`config.mk`:
```
export PLATFORM = sky130hd
export DESIGN_NAME = serial_adder
export DESIGN_NICKNAME = d
export VERILOG_FILES = /design/src/rtl/serial_adder.sv
export SDC_FILE = /design/constraint.sdc
export NUM_CORES = 1
export LEC_CHECK = 0
export ABC_CLOCK_PERIOD_IN_PS = 3900
export CAP_MARGIN = 10
export CORE_UTILIZATION = 45
export DETAILED_ROUTE_END_ITERATION = 12
export PLACE_DENSITY = 0.7
export SYNTH_ARGS = -nofsm -noshare
export SYNTH_HDL_FRONTEND = slang
export SYNTH_SLANG_ARGS = --single-unit
```
`constraint.sdc`:
```
create_clock -name clk -period 3.9 [get_ports clk]
set_input_delay 1.17 -clock clk [delete_from_list [all_inputs] [get_ports clk]]
set_output_delay 1.17 -clock clk [all_outputs]
set_load 0.01 [all_outputs]
```
`src/rtl/serial_adder.sv`:
```
// serial_adder: digit-serial adder/subtractor, DIGIT bits per cycle, start/done handshake
module serial_adder #(
  parameter int WIDTH = 8,
  parameter int DIGIT = 1
) (
  input  logic             clk,
  input  logic             rst_n,
  input  logic             start,
  input  logic             sub,
  input  logic [WIDTH-1:0] a,
  input  logic [WIDTH-1:0] b,
  input  logic             cin,
  output logic             busy,
  output logic             done,
  output logic [WIDTH-1:0] sum,
  output logic             carry,
  output logic             overflow
);
  localparam int STEPS = WIDTH / DIGIT;
  localparam int CW = $clog2(STEPS + 1);
  typedef enum logic {IDLE, RUN} state_t;
  state_t state_q, state_d;
  logic [CW-1:0] cnt_q, cnt_d;
  logic [WIDTH-1:0] a_q, a_d, b_q, b_d, res_q, res_d, sum_q, sum_d, nres;
  logic c_q, c_d, busy_q, busy_d, done_q, done_d, carry_q, carry_d, ovf_q, ovf_d;
  logic [DIGIT:0] slice;
  logic last, cmsb;
  assign slice = {1'b0, a_q[DIGIT-1:0]} + {1'b0, b_q[DIGIT-1:0]} + {{DIGIT{1'b0}}, c_q};
  assign cmsb = slice[DIGIT-1] ^ a_q[DIGIT-1] ^ b_q[DIGIT-1];
  assign last = cnt_q == CW'(STEPS - 1);
  // result shifts in from the top so the LSB slice ends up at bit 0
  if (DIGIT == WIDTH) begin : g_full
    assign nres = slice[DIGIT-1:0];
  end else begin : g_part
    assign nres = {slice[DIGIT-1:0], res_q[WIDTH-1:DIGIT]};
  end
  always_comb begin
    state_d = state_q;
    cnt_d = cnt_q;
    a_d = a_q;
    b_d = b_q;
    c_d = c_q;
    res_d = res_q;
    busy_d = busy_q;
    done_d = 1'b0;
    sum_d = sum_q;
    carry_d = carry_q;
    ovf_d = ovf_q;
    if (state_q == IDLE) begin
      if (start) begin
        state_d = RUN;
        a_d = a;
        b_d = b ^ {WIDTH{sub}};
        c_d = cin ^ sub;
        cnt_d = '0;
        busy_d = 1'b1;
      end
    end else begin
      a_d = a_q >> DIGIT;
      b_d = b_q >> DIGIT;
      c_d = slice[DIGIT];
      res_d = nres;
      cnt_d = cnt_q + CW'(1);
      if (last) begin
        state_d = IDLE;
        busy_d = 1'b0;
        done_d = 1'b1;
        sum_d = nres;
        carry_d = slice[DIGIT];
        ovf_d = cmsb ^ slice[DIGIT];
      end
    end
  end
  always_ff @(posedge clk or negedge rst_n) begin
    if (!rst_n) begin
      state_q <= IDLE;
      cnt_q <= '0;
      a_q <= '0;
      b_q <= '0;
      c_q <= 1'b0;
      res_q <= '0;
      busy_q <= 1'b0;
      done_q <= 1'b0;
      sum_q <= '0;
      carry_q <= 1'b0;
      ovf_q <= 1'b0;
    end else begin
      state_q <= state_d;
      cnt_q <= cnt_d;
      a_q <= a_d;
      b_q <= b_d;
      c_q <= c_d;
      res_q <= res_d;
      busy_q <= busy_d;
      done_q <= done_d;
      sum_q <= sum_d;
      carry_q <= carry_d;
      ovf_q <= ovf_d;
    end
  end
  assign busy = busy_q;
  assign done = done_q;
  assign sum = sum_q;
  assign carry = carry_q;
  assign overflow = ovf_q;
endmodule

```
# Word-level counts from Yosys, hierarchy flattened
# Index checks and enable logic that the tools add are counted.
[word_totals]
register_bits = 42
latch_bits = 0
ramBits = 0
mem_bits_ro = 0
input_bits = 21
word_cells = 40
n_memories = 0
[classes]
add_sub_neg = 3
multipliers = 0
div_mod_pow = 0
n_lt_le_gt_ge = 0
n_eq_ne = 2
shift = 0
muxes = 16
bitwise_logic = 5
reduce_logical = 3
[ops]
columns = ["op", "n"]
rows = [
  ["2-to-1 mux 8 bit", 4],
  ["2-to-1 mux 1 bit", 10],
  ["2-to-1 mux 4 bit", 2],
  ["XOR 8 bit", 1],
  ["adder 4 x 1 -> 4 bit, second input constant", 1],
  ["== test 4 x 3 -> 1 bit, second input constant", 1],
  ["AND reduction 2 bit", 2],
  ["XOR 1 bit", 4],
  ["adder 1 x 1 -> 2 bit", 1],
  ["adder 2 x 1 -> 2 bit", 1],
  ["inequality test 2 x 1 -> 1 bit, second input constant", 1],
  ["nonzero test 2 bit", 1],
]

# Logic depth before layout (Yosys ltp)
[logic_depth]
word_depth = 5
mapped_depth = 5
depth_no_buf = 4

# Least setup slack after synthesis
# Ideal clock, no wire load.
[synth_path]
kind = "input-to-reg"
start = "input sub"
end = "register b_q[0]"
t_arrival_ns = 1.663
required_time_ns = 3.767
slack_ns = 2.104
cell_stages = 4
path_cell_list = "buf_4 xor2_1 mux2i_1 o21ai_0"
[synth_via]
elab_chain_cells = 3
[synth_rtl]
columns = ["item", "line", "rtl"]
rows = [
  ["from (decl)", "9", "input logic sub,"],
  ["XOR 8 bit", "53", "b_d = b ^ {WIDTH{sub}};"],
  ["2-to-1 mux 8 bit", "50", "if (start) begin"],
  ["2-to-1 mux 8 bit", "49", "if (state_q == IDLE) begin"],
  ["to (signal assigned)", "79", "b_q <= '0;"],
  ["to (signal assigned)", "91", "b_q <= b_d;"],
  ["to (decl)", "24", "logic [WIDTH-1:0] a_q, a_d, b_q, b_d, res_q, res_d, sum_q, sum_d, nres;"],
]
# No other way between the ends. The select of a mux whose other input is x is not followed.
# A chain may end at the register's enable or synchronous reset.

# Worst setup path in the final report
[layout_path]
start = "register carry_q, in the netlist carry"
end = "output carry"
[layout_rtl]
columns = ["item", "line", "rtl"]
rows = [
  ["from (decl)", "25", "logic c_q, c_d, busy_q, busy_d, done_q, done_d, carry_q, carry_d, ovf_q, ovf_d;"],
  ["from (signal assigned)", "97", "carry_q <= carry_d;"],
  ["to (decl)", "16", "output logic carry,"],
]
# No word-level cell between the ends.

==> flow_summary.toml <==
[synth]
synth_area_mm2 = 0.00185
yosysSeqAreaShare = 0.556
ys_seq_elements = 41
yosysUniqueCellTypes = 22
yosysTopAreaCellShare = 0.556
synth_top_area_cell = "dfrtp_1"
syn_nets = 171
synth_area_per_cell_um2 = 12.5
synth_area_leaders = "dfrtp_1 56%, mux2i_1 8.7%, mux2_4 5.7%, mux2_2 5.5%, o21ai_0 4.9%"
yosysWarnings = 0
synthCells = 148

[global_route]
grt_pass1_vias = 1151
use_met3 = 0.0466
grt_usage = 0.162
use_met2 = 0.273
grtUsageMet1 = 0.184
antenna_found_initial = 0
grt_pass1_wl_um = 5080
grt_overflow = 0
gr-max-usage-layer = "met2"
grt_max_degree = 43

[pwr]
finalPower_mw = 1.66
peakVddDrop_uv = 323
power_frac_seq = 0.426
p_comb_frac = 0.362
leakage_nw = 1.08
p_sw_mw = 0.509
clockPowerShare = 0.212
power_density_mw_per_mm2 = 720
swShare = 0.307
internal-power_mw = 1.15

[route]
wl_per_cell_um = 13.0
postRouteAntennaNets = 0
drcViolationCount = 0
routed_via_density = 4.99
vias = 1142
routed_wl_um = 2980
drtIter0Drc = 61
first_pass_iters = 4

[place]
gp_congestion = 0.689
hpwlAfterDp_um = 2010
place_ws_ns = 1.39
portBuffers = 32

[clocking]
htree_levels = 2
cts_root_buf = "clkbuf_8"
cts_buffer_depth = 2
cts_made_buffers = 5
cts_tree = "built"
post_cts_resized = 0
cts_hold_buf = 0
clock_sinks = 41
clk_latency_ns = 0.29
postCtsSetupBuffers = 0
clk_pin_slew_ns = 0.08

[setup_path]
max_stage_delay_ns = 0.54
crit_slowest_cell = "clkdlybuf4s50_1"
crit_buf_inv = 1
path_max_fanout = 2
cp-end-kind = "output pin"
crit_family = "buffers and inverters"
critPathLaunchType = "register"
path_class = "register to output pin"
worstPathArrival_ns = 1.19
required_ns = 2.73
cp_cell_sequence = "clkdlybuf4s50_1"

[finish]
antenna_cells = 0
syn2layout_area_growth_pct = 24.7
nNetsFinal = 203
drive_above_1_share = 0.155

[sta]
max_freq_mhz = 424
rsz0062_at_grt = "no"
slew_viol_final = 0
setup_viol = 0
hold_viol = 0
skew_ns = 0.00620
timing.final.crit_share = 0.605
worst_slack_ns = 1.54
tns_ns = 0
tightest_slew_ns = 0.881
max-slew-margin-rel = 0.412
fin_crit_ns = 2.36

[floorplanning]
design.portCount = 33
start_util = 0.486
fp.dieW_um = 66.1
die_h_um = 66.1
die_area_mm2 = 0.00436
rows = 22
coreArea_mm2 = 0.00380

[run]
max_cap_violations = 0

[run_status]
status = "complete, no violations"

[worst_hold_path]
hold_class = "register to register"
path summary, 6_finish.rpt:
check / start / endpoint / slack (ns) / cells after the start
max in group asynchronous: rst_n / b_q[2]$_DFFE_PN0P_ / 2.36 / 1
worst max register to register: a_q[0]$_DFFE_PN0P_ / overflow$_DFFE_PN0P_ / 2.36 / 4
worst min register to register: b_q[7]$_DFFE_PN0P_ / b_q[6]$_DFFE_PN0P_ / 0.48 / 2
worst min-delay path: b_q[7]$_DFFE_PN0P_ / b_q[6]$_DFFE_PN0P_ / 0.48 / 2
min in group asynchronous: rst_n / sum[7]$_DFFE_PN0P_ / 0.99 / 1
worst max-delay path: carry$_DFFE_PN0P_ / carry / 1.54 / 1
cell type report:
| class | instances | area (µm²) |
|---|---|---|
| fillers | 301 | 1500 |
| multi-input cells | 96 | 758 |
| clock buffers | 6 | 82.6 |
| inverters | 2 | 7.51 |
| clock inverters | 2 | 37.5 |
| well taps | 48 | 60.1 |
| repair buffers | 34 | 330 |
| flip-flops and latches | 41 | 1030 |
logic make-up after synthesis:
logic type / count (synthesis) / share of synthesized area
adders and majority gates: 2 / 0.0176
muxes: 32 / 0.199
and+or+nand+nor: 26 / 0.0644
AOI/OAI and AO/OA: 22 / 0.0637
buffers and inverters: 11 / 0.0339
xor gates and xnor gates: 14 / 0.0664
DFF: 41 / 0.556
through the flow:
step / std cells / instance area, µm² / utilization / hold slack, ns
final: 229 / 2300 / 0.606 / 0.483
after global routing: 229 / 2300 / 0.606 / 0.499
after CTS: 229 / 2300 / 0.606 / 0.486
after detailed placement: 221 / 2180 / 0.574 / 0.467
after global placement: 221 / 2180 / 0.574 / 0.462
after floorplan: 148 / 1850 / - / 0.449
synth_stat cells:
cell type and n:
buf_4 3, nand2_1 19, xor2_1 9, buf_2 2, mux2_4 7, nor2_1 5
ha_1 1, nand3_1 1, a21oi_1 1, nand4b_4 1, xnor2_1 5, mux2i_1 16
a211oi_1 1, buf_6 1, mux2_2 9, o21ai_0 18, fa_1 1, a22o_1 1
o22ai_1 1, inv_1 2, dfrtp_1 41, clkbuf_1 3
power by group through the flow:
stage          Sequential, mW  Combinational [mW]  Clock, mW
2_1_floorplan           0.712               0.410          0
3_3_place_gp            0.707               0.586          0
3_5_place_dp            0.717               0.607          0
4_1_cts                 0.709               0.609      0.363
5_1_grt                 0.728               0.665      0.384
6_report                0.707               0.600      0.351
cells in the final DEF (no fill, tap or decap), types with 2 or more instances in the layout:
cell type and count:
inv_1 2, mux2_4 7, xor2_1 9, clkdlybuf4s50_1 31, mux2_2 9, nor2_1 5, nand2_1 19, o21ai_0 18
mux2i_1 16, xnor2_1 5, dfrtp_1 41, buf_4 2, clkbuf_8 6
state kept, by name, summed over array words and instances (netlist names):
name      count
a_q           8
b_q           8
busy          1
c_q           1
carry         1
cnt_q         4
done          1
overflow      1
res_q         7
state_q       1
sum           8
layer usage:
metal  up-vias  part of all wire
met5         -                 0
met4         0             0.022
met3         8             0.038
met2        28              0.48
met1       542              0.45
li1        564                 -
(Power assumes the default switching activity.)
